`config.mk`:
```
export PLATFORM = sky130hd
export DESIGN_NAME = store_rmw_ctrl
export DESIGN_NICKNAME = d
export VERILOG_FILES = /design/src/rtl/store_rmw_ctrl.sv
export SDC_FILE = /design/constraint.sdc
export NUM_CORES = 1
export LEC_CHECK = 0
export CORE_MARGIN = 2
export CORE_UTILIZATION = 45
export DETAILED_ROUTE_END_ITERATION = 10
export GPL_TIMING_DRIVEN = 0
export PLACE_DENSITY = 0.81
export RECOVER_POWER = 50
export SLEW_MARGIN = 30
export SYNTH_ARGS = -nofsm -noshare
export SYNTH_HDL_FRONTEND = slang
export SYNTH_SLANG_ARGS = --single-unit
```
`constraint.sdc`:
```
create_clock -name clk -period 9.36 [get_ports clk]
set_input_delay 0.936 -clock clk [delete_from_list [all_inputs] [get_ports clk]]
set_output_delay 0.936 -clock clk [all_outputs]
set_load 0.02 [all_outputs]
```
`src/rtl/store_rmw_ctrl.sv`:
```
// store_rmw_ctrl: sequences sb/sh/sw stores to a 64-bit data memory as
// read-modify-write transactions. Full-doubleword stores write directly.
// Optional byte-lane alignment is enabled by defining STORE_LANE_ALIGN_EN.
module store_rmw_ctrl #(
    parameter int unsigned READ_LAT = 1,
    parameter int unsigned ADDR_W   = 64
) (
    input  logic              clk,
    input  logic              reset,
    input  logic              start,
    input  logic [31:0]       inst,
    input  logic [ADDR_W-1:0] addr,
    input  logic [63:0]       reg_data,
    input  logic [63:0]       mem_rdata,
    output logic [ADDR_W-1:0] mem_addr,
    output logic              mem_rd_en,
    output logic              mem_wr_en,
    output logic [63:0]       mem_wdata,
    output logic              stall,
    output logic              done
);
    localparam int unsigned CNT_W    = 4;
    localparam logic [6:0]  OP_STORE = 7'b0100011;

    typedef enum logic [2:0] {IDLE, READ, WAIT, WRITE, DONE} state_t;

    state_t            state;
    logic              busy;
    logic [CNT_W-1:0]  cnt;
    logic [2:0]        f3_q;
    logic [ADDR_W-1:0] addr_q;
    logic [63:0]       data_q;

    logic              detect;
    logic              rmw_in;
    logic              drop_in;
    logic [2:0]        f3_in;
    logic [5:0]        sh_in;
    logic [5:0]        sh_q;
    logic [ADDR_W-1:0] ea_in;
    logic [ADDR_W-1:0] ea_q;
    logic [63:0]       mask_q;
    logic [63:0]       merged;
    logic [63:0]       sd_data;
    logic              unused_inst;

    // Byte lanes replaced by the register value for each store width.
    function automatic logic [63:0] lane_mask(input logic [2:0] f3);
        case (f3)
            3'b000:  lane_mask = 64'h00000000_000000FF;
            3'b001:  lane_mask = 64'h00000000_0000FFFF;
            3'b010:  lane_mask = 64'h00000000_FFFFFFFF;
            default: lane_mask = 64'hFFFFFFFF_FFFFFFFF;
        endcase
    endfunction

    // Store decode on the MEM-stage instruction.
    assign f3_in       = inst[14:12];
    assign detect      = start && (inst[6:0] == OP_STORE);
    assign rmw_in      = (f3_in == 3'b000) || (f3_in == 3'b001) || (f3_in == 3'b010);
    assign unused_inst = ^{inst[31:15], inst[11:7]};

`ifdef STORE_LANE_ALIGN_EN
    // Doubleword-aligned address, lane shift from the byte offset, and
    // detection of stores that would spill into the next doubleword.
    assign sh_in   = {addr[2:0], 3'b000};
    assign sh_q    = {addr_q[2:0], 3'b000};
    assign ea_in   = {addr[ADDR_W-1:3], 3'b000};
    assign ea_q    = {addr_q[ADDR_W-1:3], 3'b000};
    assign drop_in = ((f3_in == 3'b001) && (addr[2:0] == 3'd7)) ||
                     ((f3_in == 3'b010) && (addr[2:0] > 3'd4));
`else
    assign sh_in   = 6'd0;
    assign sh_q    = 6'd0;
    assign ea_in   = addr;
    assign ea_q    = addr_q;
    assign drop_in = 1'b0;
`endif

    // Merge: register lanes under the mask, memory lanes elsewhere.
    assign mask_q  = lane_mask(f3_q) << sh_q;
    assign merged  = ((data_q << sh_q) & mask_q) | (mem_rdata & ~mask_q);
    assign sd_data = reg_data << sh_in;

    // Stall is combinational in IDLE so the store freezes the pipe at once.
    assign stall = !reset && (busy || ((state == IDLE) && detect));

    // Sequencer with registered memory strobes, address, data and done.
    always_ff @(posedge clk or posedge reset) begin
        if (reset) begin
            state     <= IDLE;
            busy      <= 1'b0;
            cnt       <= '0;
            f3_q      <= '0;
            addr_q    <= '0;
            data_q    <= '0;
            mem_addr  <= '0;
            mem_rd_en <= 1'b0;
            mem_wr_en <= 1'b0;
            mem_wdata <= '0;
            done      <= 1'b0;
        end else begin
            mem_rd_en <= 1'b0;
            mem_wr_en <= 1'b0;
            mem_wdata <= '0;
            mem_addr  <= '0;
            done      <= 1'b0;
            case (state)
                IDLE: begin
                    if (detect) begin
                        f3_q   <= f3_in;
                        addr_q <= addr;
                        data_q <= reg_data;
                        if (drop_in) begin
                            state <= DONE;
                            done  <= 1'b1;
                        end else if (rmw_in) begin
                            state     <= READ;
                            busy      <= 1'b1;
                            mem_rd_en <= 1'b1;
                            mem_addr  <= ea_in;
                        end else begin
                            state     <= WRITE;
                            busy      <= 1'b1;
                            mem_wr_en <= 1'b1;
                            mem_addr  <= ea_in;
                            mem_wdata <= sd_data;
                        end
                    end
                end
                READ: begin
                    state    <= WAIT;
                    cnt      <= CNT_W'(READ_LAT);
                    mem_addr <= ea_q;
                end
                WAIT: begin
                    mem_addr <= ea_q;
                    if (cnt == CNT_W'(1)) begin
                        state     <= WRITE;
                        mem_wr_en <= 1'b1;
                        mem_wdata <= merged;
                    end else begin
                        cnt <= cnt - CNT_W'(1);
                    end
                end
                WRITE: begin
                    state <= DONE;
                    busy  <= 1'b0;
                    done  <= 1'b1;
                end
                DONE: begin
                    state <= IDLE;
                end
                default: begin
                    state <= IDLE;
                    busy  <= 1'b0;
                end
            endcase
        end
    end

endmodule

```
==> reports/qor.txt, run 1 <==
CTS
--------------------------------------------------------------------------------------
Clock tree root driver cell                                               sky130_fd_sc_hd__clkbuf_16
Number of post-CTS setup repair buffers                                              0
Hold bufs inserted after CTS                                                         0
Number of buffers created by CTS                                                    29
Number of resized instances in the post-cts repair step                              0
Register clock-pin slew on the reported worst setup and hold paths             0.06 ns
Max Buffers Root-to-Sink                                                             3
Count of H-tree levels built during CTS                                              1
CTS tree                                                                           yes
CTS sink count                                                                     270
Worst-skew pair later-pin latency                                              0.55 ns

GRT
--------------------------------------------------------------------------------------
Gr usage total                                                                   0.226
Global-route wire length before repair                                         45.7 mm
Number of antenna violations at the first check in global routing                    1
Global route overflow                                                                0
Number of global-route vias before repair                                         7925
Largest net degree at the start of global routing                                   92

HOLD PATH
--------------------------------------------------------------------------------------
Hold Path Class                                                           flip-flop to flip-flop

FLOW RUN
--------------------------------------------------------------------------------------
Count of max-cap constraint violations                                               2

PWR
--------------------------------------------------------------------------------------
Peak supply drop                                                              0.179 mV
Areal power density over the cells                                         225 mW/mm^2
Overall power                                                                  3.55 mW
Leak pwr                                                                       7.42 nW

TIMING
--------------------------------------------------------------------------------------
Final worst path period need                                                   5.83 ns
Endpoints failing setup                                                              0
Max Transition Viols Final                                                         161
RSZ-0062 raised after global routing                                             false
Fmax achieved                                                                  172 MHz
Share of the clock period used by the worst path                                 0.623
Hold Violations, Final                                                               0
Transition time at the pin with the least slew margin                          4.45 ns
Relative max-transition margin                                                   -1.97
Largest clock skew in the final design                                       0.0207 ns
Setup slack of the critical path after layout                                  3.53 ns

LOGIC SYNTHESIS
--------------------------------------------------------------------------------------
Average instance area after synthesis                                        16.2 um^2
Seq cells post-synth                                                               270
Asr flop ratio synth                                                              1.00
Seq/Total Area, Yosys                                                            0.613
Area share of the leading cell type in the synthesized netlist                   0.613
Cells after Synth                                                                  680
Area contributors post-synth                                              sky130_fd_sc_hd__dfrtp_1 (61%), sky130_fd_sc_hd__mux2_4 (13%), sky130_fd_sc_hd__a22o_1 (5.7%)
Largest area contributor in the netlist                                   sky130_fd_sc_hd__dfrtp_1
Number of flops mapped to enable cells by yosys                                      0
Distinct cell type count of the synthesized netlist                                 41
Yosys Warn Count                                                                     0
Main synth FF type                                                        sky130_fd_sc_hd__dfrtp_1
Syn nets                                                                           909
Synth Cell Area                                                            0.0110 mm^2

DETAILED ROUTING
--------------------------------------------------------------------------------------
Vias after detailed routing                                                       7245
1st-iter DRT viols                                                                 307
Average routed wire per standard cell                                          21.1 um
Detailed-route DRC error count                                                       0
Vias per Instance                                                                 5.22
Remaining antenna violation count after routing                                      0
Wire length reported by the detailed router                                    29.3 mm
DRT Pass-1 Iters                                                                     4

DIE
--------------------------------------------------------------------------------------
Area enclosed by the die boundary                                          0.0258 mm^2
Number of placed I/O pins                                                          359
Placement row count                                                                 57
Initial Util                                                                     0.456
X dimension of the die                                                          161 um
Vertical extent of the die                                                      161 um
Core area                                                                  0.0242 mm^2

CRITICAL PATH
--------------------------------------------------------------------------------------
CP max FO                                                                           84
Critical path arrival                                                          5.42 ns
Required time at the endpoint of the critical path                             8.96 ns
Class of the most critical setup path                                     input port to asynchronous set/reset pin
Kind of start point of the critical path                                    input port
Critical Path End Type                                                    asynchronous set/reset pin

RUN STATUS
--------------------------------------------------------------------------------------
Outcome                                                                   finished, violations left
Violations in the final reports                                           capacitance limit, slew limit

CELLS AND AREA
--------------------------------------------------------------------------------------
Final core utilization                                                           0.652
Number of nets at the end of the flow                                             1271
Number of diodes added for antenna fixing                                            0
Area added between synthesis and finish                                          42.9%
Number of filler instances in the final layout                                    1699
Final design area excluding fillers                                        0.0158 mm^2
Multi-input combinational cell area                                       0.00384 mm^2
Share of cells above drive strength 1                                            0.205
Post-Layout Cell Count                                                            1389
Sequential Area                                                           0.00676 mm^2

PLACED DESIGN
--------------------------------------------------------------------------------------
Placed wire-length estimate                                                    20.4 mm
Number of port buffers                                                             328
Post-placement cell count                                                         1335
Area after detailed placement                                              0.0148 mm^2
Worst setup slack before clock tree synthesis                                  5.24 ns
Weighted congestion reported at the end of routability-driven placement          0.793

-- per-layer routing --
layer / routed length, um / GRT usage / vias up
li1: - / - / 3254
met1: 11500 / 0.278 / 3643
met2: 14100 / 0.384 / 293
met3: 2850 / 0.0783 / 53
met4: 752 / 0.0512 / 2
met5: 11 / 0 / -
-- flip-flops by register name, summed over array words and instances, names as in the netlist --
register and count:
data_q 64, mem_wr_en 1, addr_q 64, mem_wdata 64, f3_q 3, state 3
busy 1, mem_addr 64, done 1, cnt 4, mem_rd_en 1
-- through the flow --
stage               setup TNS, ns  hold slack, ns
floorplan                       0           0.462
global placement          -620.48           0.469
detailed placement              0           0.477
CTS                             0           0.491
global route                    0           0.510
finish                          0           0.490
-- critical path: stages --
cell and delay (ns):
sky130_fd_sc_hd__dlygate4sd3_1 0.56, sky130_fd_sc_hd__clkinvlp_2 0.69, sky130_fd_sc_hd__clkbuf_1 3.16
-- worst paths after layout --
check | end | cells after the start | startpoint | slack (ns)
worst max register to register | data_q[1] | 7 | state[1] | 6.15
worst min register to register | mem_addr[48] | 1 | addr_q[48] | 0.49
max in group clk | stall | 8 | inst[1] | 4.51
worst max-delay path | data_q[32] | 3 | reset | 3.53
worst min-delay path | mem_addr[48] | 1 | addr_q[48] | 0.49
min in group asynchronous | data_q[55] | 2 | reset | 1.09
-- cell families (layout without fill, tap and decap cells) --
family                   after synthesis  count (layout)  share of synthesized area
adder cells (fa/ha/maj)                2               2                    0.00227
AND/OR/NAND/NOR                       27              27                     0.0176
flip-flops                           270             270                      0.613
buffers and inverters                 52             437                     0.0397
XOR/XNOR                               1               1                   0.000794
multiplexers                         188             188                      0.218
AO/OA/AOI/OAI                        140             140                      0.110
-- power by group --
group / internal [mW] / total (mW) / switching [mW]
Sequential: 1.32 / 1.38 / 0.0606
Combinational: 0.405 / 0.900 / 0.495
Clock: 0.796 / 1.27 / 0.475
Total: 2.52 / 3.55 / 1.03
-- cell usage in the layout, fill, tap and decap left out, types with 3 or more instances in the layout --
cell / count
sky130_fd_sc_hd__a22o_1: 72
sky130_fd_sc_hd__buf_12: 9
sky130_fd_sc_hd__buf_2: 13
sky130_fd_sc_hd__bufinv_16: 6
sky130_fd_sc_hd__clkbuf_1: 29
sky130_fd_sc_hd__clkbuf_16: 29
sky130_fd_sc_hd__clkbuf_8: 8
sky130_fd_sc_hd__clkdlybuf4s50_1: 326
sky130_fd_sc_hd__clkinv_2: 4
sky130_fd_sc_hd__clkinvlp_4: 3
sky130_fd_sc_hd__dfrtp_1: 270
sky130_fd_sc_hd__inv_1: 3
sky130_fd_sc_hd__mux2_2: 38
sky130_fd_sc_hd__mux2_4: 94
sky130_fd_sc_hd__mux2i_1: 56
sky130_fd_sc_hd__nand2_1: 3
sky130_fd_sc_hd__nand3_1: 3
sky130_fd_sc_hd__o211ai_1: 3
sky130_fd_sc_hd__o2bb2ai_1: 56
-- Yosys cell counts (3+ instances only) --
library cell / count
sky130_fd_sc_hd__a22o_1: 72
sky130_fd_sc_hd__buf_12: 10
sky130_fd_sc_hd__buf_2: 16
sky130_fd_sc_hd__buf_4: 11
sky130_fd_sc_hd__clkbuf_1: 9
sky130_fd_sc_hd__dfrtp_1: 270
sky130_fd_sc_hd__inv_1: 4
sky130_fd_sc_hd__mux2_2: 38
sky130_fd_sc_hd__mux2_4: 94
sky130_fd_sc_hd__mux2i_1: 56
sky130_fd_sc_hd__nand2_1: 3
sky130_fd_sc_hd__nand3_1: 3
sky130_fd_sc_hd__o211ai_1: 3
sky130_fd_sc_hd__o2bb2ai_1: 56
-- layout make-up --
type                            instances  share of cell area
Tap cell                              324              0.0257
Clock buffer                           40              0.0537
Multi-Input combinational cell        358               0.243
Sequential cell                       270               0.429
Buffer                                 48              0.0222
Inverter                                4             0.00103
Timing Repair Buffer                  331               0.211
Clock inverter                         14              0.0147
No activity file was read; power rests on OpenSTA's default activity.
==> run 2: changes to the inputs <==
==> constraint.sdc (replaced) <==
create_clock -name clk -period 5.4 [get_ports clk]
set_input_delay 0.54 -clock clk [delete_from_list [all_inputs] [get_ports clk]]
set_output_delay 0.54 -clock clk [all_outputs]
set_load 0.02 [all_outputs]
==> run 2 against run 1 <==
Effect of this change: total power rose by 73%; clock skew decreased by 0.010 ns; highest routed layer unchanged; largest power group unchanged; global-route usage rose by 0.54 points; final cell count rose by 0.14%; the flow still finishes with violations (capacitance limit, slew limit); sequential cell count stayed put.
==> reports/qor.txt, run 2 (synthesis results as in run 1) <==
TIMING
--------------------------------------------------------------------------------------
Hold Violations, Final                                                               0   unchanged
Sum of negative setup slack                                                       0 ns   unchanged
Hold slack                                                                    0.377 ns   -0.113 ns
Final worst path period need                                                   4.05 ns
Share of the clock period used by the worst path                                 0.750
Relative max-transition margin                                                 -0.0844   +1.88
Transition time at the pin with the least slew margin                          1.63 ns   -2.83 ns
RSZ-0062 raised after global routing                                             false
Fmax achieved                                                                  247 MHz
Endpoints failing setup                                                              0   unchanged
Max Transition Viols Final                                                          55   -66%
Setup slack of the critical path after layout                                  1.35 ns   -2.18 ns
Largest clock skew in the final design                                       0.0107 ns   -0.00997 ns

GRT
--------------------------------------------------------------------------------------
Number of antenna violations at the first check in global routing                    3   +2
Gr usage total                                                                   0.231   +0.00535
Largest net degree at the start of global routing                                   31   -66%
Global route overflow                                                                0   unchanged
Global-route wire length before repair                                         46.4 mm   +1.6%
Number of global-route vias before repair                                         7980   +0.69%

CRITICAL PATH
--------------------------------------------------------------------------------------
Worst R2R End                                                                data_q[2]
Critical path cell sequence                                               clkbuf_1 > nor3_1 > and3_1 > clkbuf_1 > clkbuf_1 > buf_4 > o21a_1 > clkdlybuf4s50_1
Critical path arrival                                                          3.51 ns   -1.91 ns
Critical Path End Type                                                     output port
Required time at the endpoint of the critical path                             4.86 ns   -4.10 ns
Crit-path slowest cell                                                    sky130_fd_sc_hd__clkdlybuf4s50_1
Class of the most critical setup path                                     flip-flop to output port
CP max FO                                                                           10   -88%
Setup slack on the worst flop-to-flop path                                     1.91 ns   -4.24 ns
Kind of start point of the critical path                                     flip-flop
Depth of the worst register-to-register path                                         7   unchanged
CP most frequent cell                                                     sky130_fd_sc_hd__clkbuf_1
Delay of the slowest critical-path stage                                       0.62 ns   -2.54 ns
FF-to-FF Start                                                                state[0]

CTS
--------------------------------------------------------------------------------------
Register clock-pin slew on the reported worst setup and hold paths             0.06 ns   about the same
Number of buffers created by CTS                                                    29   unchanged
Number of resized instances in the post-cts repair step                              0   unchanged
Max Buffers Root-to-Sink                                                             3   unchanged
Number of post-CTS setup repair buffers                                              0   unchanged
CTS sink count                                                                     270   unchanged
Clock tree root driver cell                                               sky130_fd_sc_hd__clkbuf_16
Worst-skew pair later-pin latency                                              0.55 ns   about the same
CTS tree                                                                           yes
Count of H-tree levels built during CTS                                              1   unchanged
Hold bufs inserted after CTS                                                         0   unchanged

DETAILED ROUTING
--------------------------------------------------------------------------------------
Wire length reported by the detailed router                                    29.6 mm   +0.87%
Vias after detailed routing                                                       7297   +0.72%
Average routed wire per standard cell                                          21.3 um   +0.73%
DRT Pass-1 Iters                                                                     6   +2
Detailed-route DRC error count                                                       0   unchanged
Vias per Instance                                                                 5.25   +0.57%
Remaining antenna violation count after routing                                      0   unchanged
1st-iter DRT viols                                                                 364   +19%

DIE
--------------------------------------------------------------------------------------
Number of placed I/O pins                                                          359   unchanged
Placement row count                                                                 57   unchanged
Initial Util                                                                     0.456   unchanged
X dimension of the die                                                          161 um   unchanged
Core area                                                                  0.0242 mm^2   unchanged
Area enclosed by the die boundary                                          0.0258 mm^2   unchanged
Vertical extent of the die                                                      161 um   unchanged

PWR
--------------------------------------------------------------------------------------
Flop pwr share                                                                   0.390   about the same
Areal power density over the cells                                         387 mW/mm^2   +72%
Peak supply drop                                                              0.293 mV   +64%
Total internal power                                                           4.37 mW   +73%
Combinational fraction of design power                                           0.257   +0.004
Psw                                                                            1.77 mW   +72%
Net switching share of the total power                                           0.288   -0.00210
Leak pwr                                                                       7.47 nW   +0.76%
Clock network power share                                                        0.353   -0.005

CELLS AND AREA
--------------------------------------------------------------------------------------
Number of nets at the end of the flow                                             1278   +0.55%
Share of cells above drive strength 1                                            0.208   +0.00356
Area added between synthesis and finish                                          43.8%
Post-Layout Cell Count                                                            1391   +0.14%
Commonest cells after routing, fill and taps aside                        sky130_fd_sc_hd__clkdlybuf4s50_1 (326), sky130_fd_sc_hd__dfrtp_1 (270), sky130_fd_sc_hd__mux2_4 (94)
Number of filler instances in the final layout                                    1697   -0.12%
Most common cell after layout, fill and taps aside                        sky130_fd_sc_hd__clkdlybuf4s50_1

PLACED DESIGN
--------------------------------------------------------------------------------------
Placed wire-length estimate                                                    20.9 mm   +2.4%
Worst setup slack before clock tree synthesis                                  2.04 ns   -3.20 ns
Post-placement cell count                                                         1342   +0.52%
Number of port buffers                                                             328   unchanged
Weighted congestion reported at the end of routability-driven placement          0.824   +3.8%

RUN STATUS
--------------------------------------------------------------------------------------
Violations in the final reports                                           capacitance limit, slew limit
Outcome                                                                   finished, violations left

HOLD PATH
--------------------------------------------------------------------------------------
Hold Path Class                                                           input port to asynchronous set/reset pin

FLOW RUN
--------------------------------------------------------------------------------------
Count of max-cap constraint violations                                               2   unchanged

run 2: cell count changes in the layout (fill, tap and decap cells not counted), moves of 2 or more:
cell	previous run	this run
sky130_fd_sc_hd__buf_12	9	15
sky130_fd_sc_hd__buf_4	2	6
sky130_fd_sc_hd__clkbuf_1	29	25
sky130_fd_sc_hd__clkbuf_8	8	5
sky130_fd_sc_hd__clkinvlp_4	3	1
run 2: per-layer routing:
metal  up-vias  global-route usage  wire length, um
met2       298               0.387            14400
met4         4              0.0557              699
met5         -                   0               27
met3        48              0.0868             2910
met1      3687               0.285            11500
li1       3260                   -                -
run 2: layout make-up:
cell class	count	area, um^2	area share
clock inverters	12	241	0.0152
well taps	324	405	0.0256
multi-input cells	358	3820	0.241
repair buffers	338	3440	0.217
diodes	1	2.50	0.000158
flip-flops and latches	270	6760	0.426
inverters	4	16.3	0.00103
plain buffers	48	365	0.0230
clock buffers	36	802	0.0506
run 2: power by group through the flow:
stage / combinational [mW] / clock (mW) / sequential (mW)
floorplan: 0.588 / 0 / 2.64
global placement: 1.55 / 0 / 2.42
detailed placement: 1.60 / 0 / 2.42
CTS: 1.61 / 2.21 / 2.39
global route: 1.68 / 2.31 / 2.42
finish: 1.58 / 2.17 / 2.39
run 2: how the worst max path moves through the flow:
stage | from | end | slack (ns) | cells after the start
final | state[0] | stall | 1.35 | 8
after global routing | state[0] | stall | 1.03 | 8
after detailed placement | inst[2] | stall | 2.04 | 8
after CTS | state[0] | stall | 2.02 | 8
after floorplan | reset | stall | -0.11 | 2
after global placement | reset | stall | -2.59 | 4
run 2: worst max-delay path, delay by kind of cell (launching register included):
| family | cells | cell delay [ns] |
|---|---|---|
| simple gates | 2 | 0.62 |
| flops | 1 | 0.37 |
| buf+inv | 5 | 1.85 |
| compound gates | 1 | 0.13 |
run 2: stage by stage:
stage,cell area [um^2],utilization,total power [mW]
after global placement,14700,0.609,3.97
final,15900,0.656,6.14
after CTS,16000,0.661,6.21
after floorplan,11000,-,3.23
after global routing,15900,0.656,6.40
after detailed placement,14900,0.618,4.02
==> run 3: changes to the inputs <==
==> constraint.sdc (replaced) <==
create_clock -name clk -period 4.05 [get_ports clk]
set_input_delay 0.405 -clock clk [delete_from_list [all_inputs] [get_ports clk]]
set_output_delay 0.405 -clock clk [all_outputs]
set_load 0.02 [all_outputs]
==> run 3 against run 2 <==
Effect of this change: design area barely moved; core utilization hardly changed; routed wire length increased by 0.10%; hold slack worse by 0.11 ns; sequential cell count is the same; register-to-register slack worse by 1.2 ns; the run still ends with capacitance limit, slew limit left; total power rose by 33%; non-clock buffer count unchanged; largest cell class unchanged; clock skew is essentially flat; global-route usage unchanged; critical path depth unchanged; count of clock-buffer cells in the layout unchanged.
==> reports/qor.txt, run 3 (synthesis results as in run 1) <==
RUN STATUS
--------------------------------------------------------------------------------------
Outcome                                                                   finished, violations left
Violations in the final reports                                           capacitance limit, slew limit

DIE
--------------------------------------------------------------------------------------
Core area                                                                  0.0242 mm^2   unchanged
Number of placed I/O pins                                                          359   unchanged
Initial Util                                                                     0.456   unchanged
Placement row count                                                                 57   unchanged
Area enclosed by the die boundary                                          0.0258 mm^2   unchanged
Vertical extent of the die                                                      161 um   unchanged
X dimension of the die                                                          161 um   unchanged

GRT
--------------------------------------------------------------------------------------
Number of antenna violations at the first check in global routing                    3   unchanged
Gr usage total                                                                   0.231   unchanged
Global route overflow                                                                0   unchanged
Largest net degree at the start of global routing                                   31   unchanged
Global-route wire length before repair                                         46.4 mm   unchanged
Number of global-route vias before repair                                         7980   unchanged

CELLS AND AREA
--------------------------------------------------------------------------------------
Commonest cells after routing, fill and taps aside                        sky130_fd_sc_hd__clkdlybuf4s50_1 (313), sky130_fd_sc_hd__dfrtp_1 (270), sky130_fd_sc_hd__mux2_4 (94)
Post-Layout Cell Count                                                            1391   unchanged
Number of filler instances in the final layout                                    1689   -0.47%
Area added between synthesis and finish                                          43.8%   about the same
Number of nets at the end of the flow                                             1278   unchanged
Most common cell after layout, fill and taps aside                        sky130_fd_sc_hd__clkdlybuf4s50_1
Final core utilization                                                           0.656   about the same
Share of cells above drive strength 1                                            0.213   +0.00469

CRITICAL PATH
--------------------------------------------------------------------------------------
Depth of the worst register-to-register path                                         7   unchanged
FF-to-FF Start                                                                state[1]
Class of the most critical setup path                                     flip-flop to output port
Worst setup path startpoint                                                   state[1]
Critical path arrival                                                          2.97 ns   -0.54 ns
CP max FO                                                                           10   unchanged
Critical Path End Type                                                     output port
Required time at the endpoint of the critical path                             3.64 ns   -1.22 ns
Kind of start point of the critical path                                     flip-flop

TIMING
--------------------------------------------------------------------------------------
Transition time at the pin with the least slew margin                          1.64 ns   +0.00988 ns
Hold slack                                                                    0.265 ns   -0.112 ns
Sum of negative setup slack                                                       0 ns   unchanged
Final worst path period need                                                   3.37 ns
RSZ-0062 raised after global routing                                             false
Max Transition Viols Final                                                          27   -51%
Hold Violations, Final                                                               0   unchanged
Share of the clock period used by the worst path                                 0.833
Relative max-transition margin                                                 -0.0910   -0.00659
Largest clock skew in the final design                                       0.0103 ns   -0.000436 ns
Endpoints failing setup                                                              0   unchanged
Fmax achieved                                                                  296 MHz

CTS
--------------------------------------------------------------------------------------
Number of resized instances in the post-cts repair step                              0   unchanged
Number of post-CTS setup repair buffers                                              0   unchanged
Clock tree root driver cell                                               sky130_fd_sc_hd__clkbuf_16
Count of H-tree levels built during CTS                                              1   unchanged
Worst-skew pair later-pin latency                                              0.55 ns   about the same
Hold bufs inserted after CTS                                                         0   unchanged
Register clock-pin slew on the reported worst setup and hold paths             0.06 ns   about the same
CTS tree                                                                           yes
Max Buffers Root-to-Sink                                                             3   unchanged
CTS sink count                                                                     270   unchanged
Number of buffers created by CTS                                                    29   unchanged

DETAILED ROUTING
--------------------------------------------------------------------------------------
Wire length reported by the detailed router                                    29.6 mm   +0.10%
Detailed-route DRC error count                                                       0   unchanged
Vias per Instance                                                                 5.26   +0.34%
DRT Pass-1 Iters                                                                     4   -2
Average routed wire per standard cell                                          21.3 um   +0.10%
1st-iter DRT viols                                                                 413   +13%
Remaining antenna violation count after routing                                      0   unchanged
Vias after detailed routing                                                       7322   +0.34%

PLACED DESIGN
--------------------------------------------------------------------------------------
Placed wire-length estimate                                                    20.9 mm   unchanged
Weighted congestion reported at the end of routability-driven placement          0.824   unchanged
Post-placement cell count                                                         1342   unchanged
Number of port buffers                                                             328   unchanged

PWR
--------------------------------------------------------------------------------------
Peak supply drop                                                              0.391 mV   +34%
Overall power                                                                  8.17 mW   +33%
Areal power density over the cells                                         515 mW/mm^2   +33%
Leak pwr                                                                       7.53 nW   +0.78%

HOLD PATH
--------------------------------------------------------------------------------------
Hold Path Class                                                           input port to asynchronous set/reset pin

FLOW RUN
--------------------------------------------------------------------------------------
Count of max-cap constraint violations                                               1   -1

run 3: changes by cell type in the layout (fill, tap and decap cells not counted):
cell,before,now
sky130_fd_sc_hd__buf_12,15,14
sky130_fd_sc_hd__buf_2,13,14
sky130_fd_sc_hd__buf_4,6,8
sky130_fd_sc_hd__buf_6,0,1
sky130_fd_sc_hd__clkbuf_1,25,20
sky130_fd_sc_hd__clkbuf_2,0,2
sky130_fd_sc_hd__clkdlybuf4s50_1,326,313
sky130_fd_sc_hd__dlygate4sd3_1,2,15
run 3: per-stage QoR:
stage | worst slack (ns) | instance area [um^2]
4_1_cts | 0.805 | 16000
3_3_place_gp | -3.67 | 14700
2_1_floorplan | -1.19 | 11000
5_1_grt | 0.418 | 15900
6_report | 0.676 | 15900
3_5_place_dp | 0.956 | 14900
run 3: power by group:
part	internal, mW	switching, mW	leakage [nW]
Combinational	0.934	1.16	3.32
Clock	1.83	1.06	0.511
Sequential	3.05	0.138	3.70
Total	5.81	2.36	7.53
run 3: final timing paths:
path | endpoint | slack (ns)
setup reg to reg | data_q[2] | 0.76
hold / removal | mem_addr[55] | 0.27
setup / recovery | stall | 0.68
hold reg to reg | mem_addr[57] | 0.49
min in group clk | mem_wdata[19] | 0.45
max in group asynchronous | mem_wdata[61] | 1.08
run 3: final cells by class:
class / count / area [um^2] / area share
Clock buffer: 36 / 802 / 0.0506
Tap cell: 324 / 405 / 0.0256
Antenna cell: 1 / 2.50 / 0.000158
Buffer: 48 / 382 / 0.0241
Clock inverter: 12 / 241 / 0.0152
Multi-Input combinational cell: 358 / 3820 / 0.241
Timing Repair Buffer: 338 / 3430 / 0.216
Sequential cell: 270 / 6760 / 0.426
Inverter: 4 / 16.3 / 0.00103
run 3: layer usage:
layer,vias to the layer above,global-route usage,wire length [um]
met3,49,0.0868,2920
met2,306,0.387,14400
met5,-,0,27
li1,3264,-,-
met4,4,0.0557,712
met1,3699,0.285,11500
run 3: worst max-delay path, cell delays in order (launching register included):
cell and delay (ns):
sky130_fd_sc_hd__dfrtp_1 0.35, sky130_fd_sc_hd__clkbuf_1 0.18, sky130_fd_sc_hd__nor3_1 0.34, sky130_fd_sc_hd__and3_1 0.27, sky130_fd_sc_hd__buf_6 0.14, sky130_fd_sc_hd__buf_4 0.19, sky130_fd_sc_hd__buf_4 0.20, sky130_fd_sc_hd__o21a_1 0.13
sky130_fd_sc_hd__clkdlybuf4s50_1 0.62
==> RTL edit (flow settings as in run 3) <==
Make the reset (`reset`) synchronous in one clocked block.
--- a/src/rtl/store_rmw_ctrl.sv
+++ b/src/rtl/store_rmw_ctrl.sv
@@ -88,3 +88,3 @@
     // Sequencer with registered memory strobes, address, data and done.
-    always_ff @(posedge clk or posedge reset) begin
+    always_ff @(posedge clk) begin
         if (reset) begin
Check against the original RTL: differs if reset is asserted again (counterexample within 4 cycles, from zero or initial values and one cycle with reset high); with reset held inactive, the same outputs for 4 cycles.
==> RTL edit against run 3 <==
- routed wire length is 20% higher
- sequential cell count stayed put
- design area is 4.2% lower
- synthesized area is 4.6% lower
- worst setup slack worse by 0.46 ns
- critical path depth is 2 lower
- first-iteration DRC count is 94% higher
Power is not compared: it rests on default switching activity, and its combinational part moved more than twofold at a synthesized area within 25%.
==> RTL edit: results (changes against run 3) <==
Status = completed
Sequential fraction of the synthesis area = 51.4% (-9.9 points)
Relative area change from synthesis to final layout = 44.4%
Number of multi-input combinational cells in the layout = 630 (+76%)
Number of cells on the worst reg-to-reg path = 6 (-1)
Max Cap Viol = 0 (-1)
Clock Buffer Count = 42 (+17%)
Met3 wirelength from detailed routing = 3330 um (+14%)
Number of inverters outside the clock class in the layout = 5 (+1)
Number of fill cells = 1,815 (+7.5%)
Commonest cells in the netlist = dfxtp_1 (270), a21oi_1 (137), nand4_1 (131), o31ai_1 (131), clkbuf_1 (100)
Shortest period the worst path allows = 3.84 ns (+0.465 ns)
Met1 Wirelength = 14,300 um (+24%)
Routing usage on met1 = 34.6% (+6.2 points)
Area used by sequential logic in the layout = 0.00541 sq mm (-20%)
Mux share of post-synthesis cell area = 5.33% (-16 points)
Detailed route wirelength on metal2 = 16,900 um (+17%)
Buffers excl. clock = 468 (+21%)
Placed wire-length estimate after detailed placement = 24,800 um (+19%)
Multi-input logic portion of the cell area = 29.8% (+5.6 points)
Fraction of final layout cells with drive strength greater than 1 = 4.84% (-16 points)
Portion of the layout cell area used by clock cells = 6.67% (+0.086 points)
Post-place instance area = 0.0142 sq mm (-5.0%)
Synthesized netlist cell count = 1,046 (+54%)
Final-layout non-clock buffer area share = 25.2% (+1.2 points)
Worst hold slack = 0.456 ns (+0.191 ns)
Number of DRC violations after detailed-routing iteration 0 = 801 (+94%)
Startpoint of the worst-slack reg-to-reg timing path = state[2]$_SDFFE_PP0P_
Met3 Track Usage GR = 6.39% (-2.3 points)
R2R Path End = mem_addr[26]$_SDFF_PP0_
Top cells by area, synth = dfxtp_1 (51%), o31ai_1 (9.3%), nand4_1 (7.8%)
Main flop type after synthesis = dfxtp_1
Routed WL = 35,500 um (+20%)
==> RTL edit: changes by cell type in the layout (fill, tap and decap cells not counted), moves of 94 or more <==
cell             change
dfrtp_1            -270
o31ai_1            +129
clkbuf_1            +99
dfxtp_1            +270
mux2_4              -94
a21oi_1            +136
clkdlybuf4s50_1    -118
nand4_1            +131
dlygate4sd3_1      +117
==> RTL edit: power groups by stage <==
stage	Sequential (mW)	Combinational, mW	Clock [mW]
after floorplan	2.72	0.103	0
after global placement	2.72	0.367	0
after detailed placement	2.72	0.368	0
after CTS	2.66	0.372	2.84
after global routing	2.66	0.397	2.94
final	2.66	0.375	2.80
==> RTL edit: tightest hold or removal path, stage by stage <==
cell and delay [ns]:
clkdlybuf4s50_1 0.41, nand4_1 0.07, a21oi_1 0.06
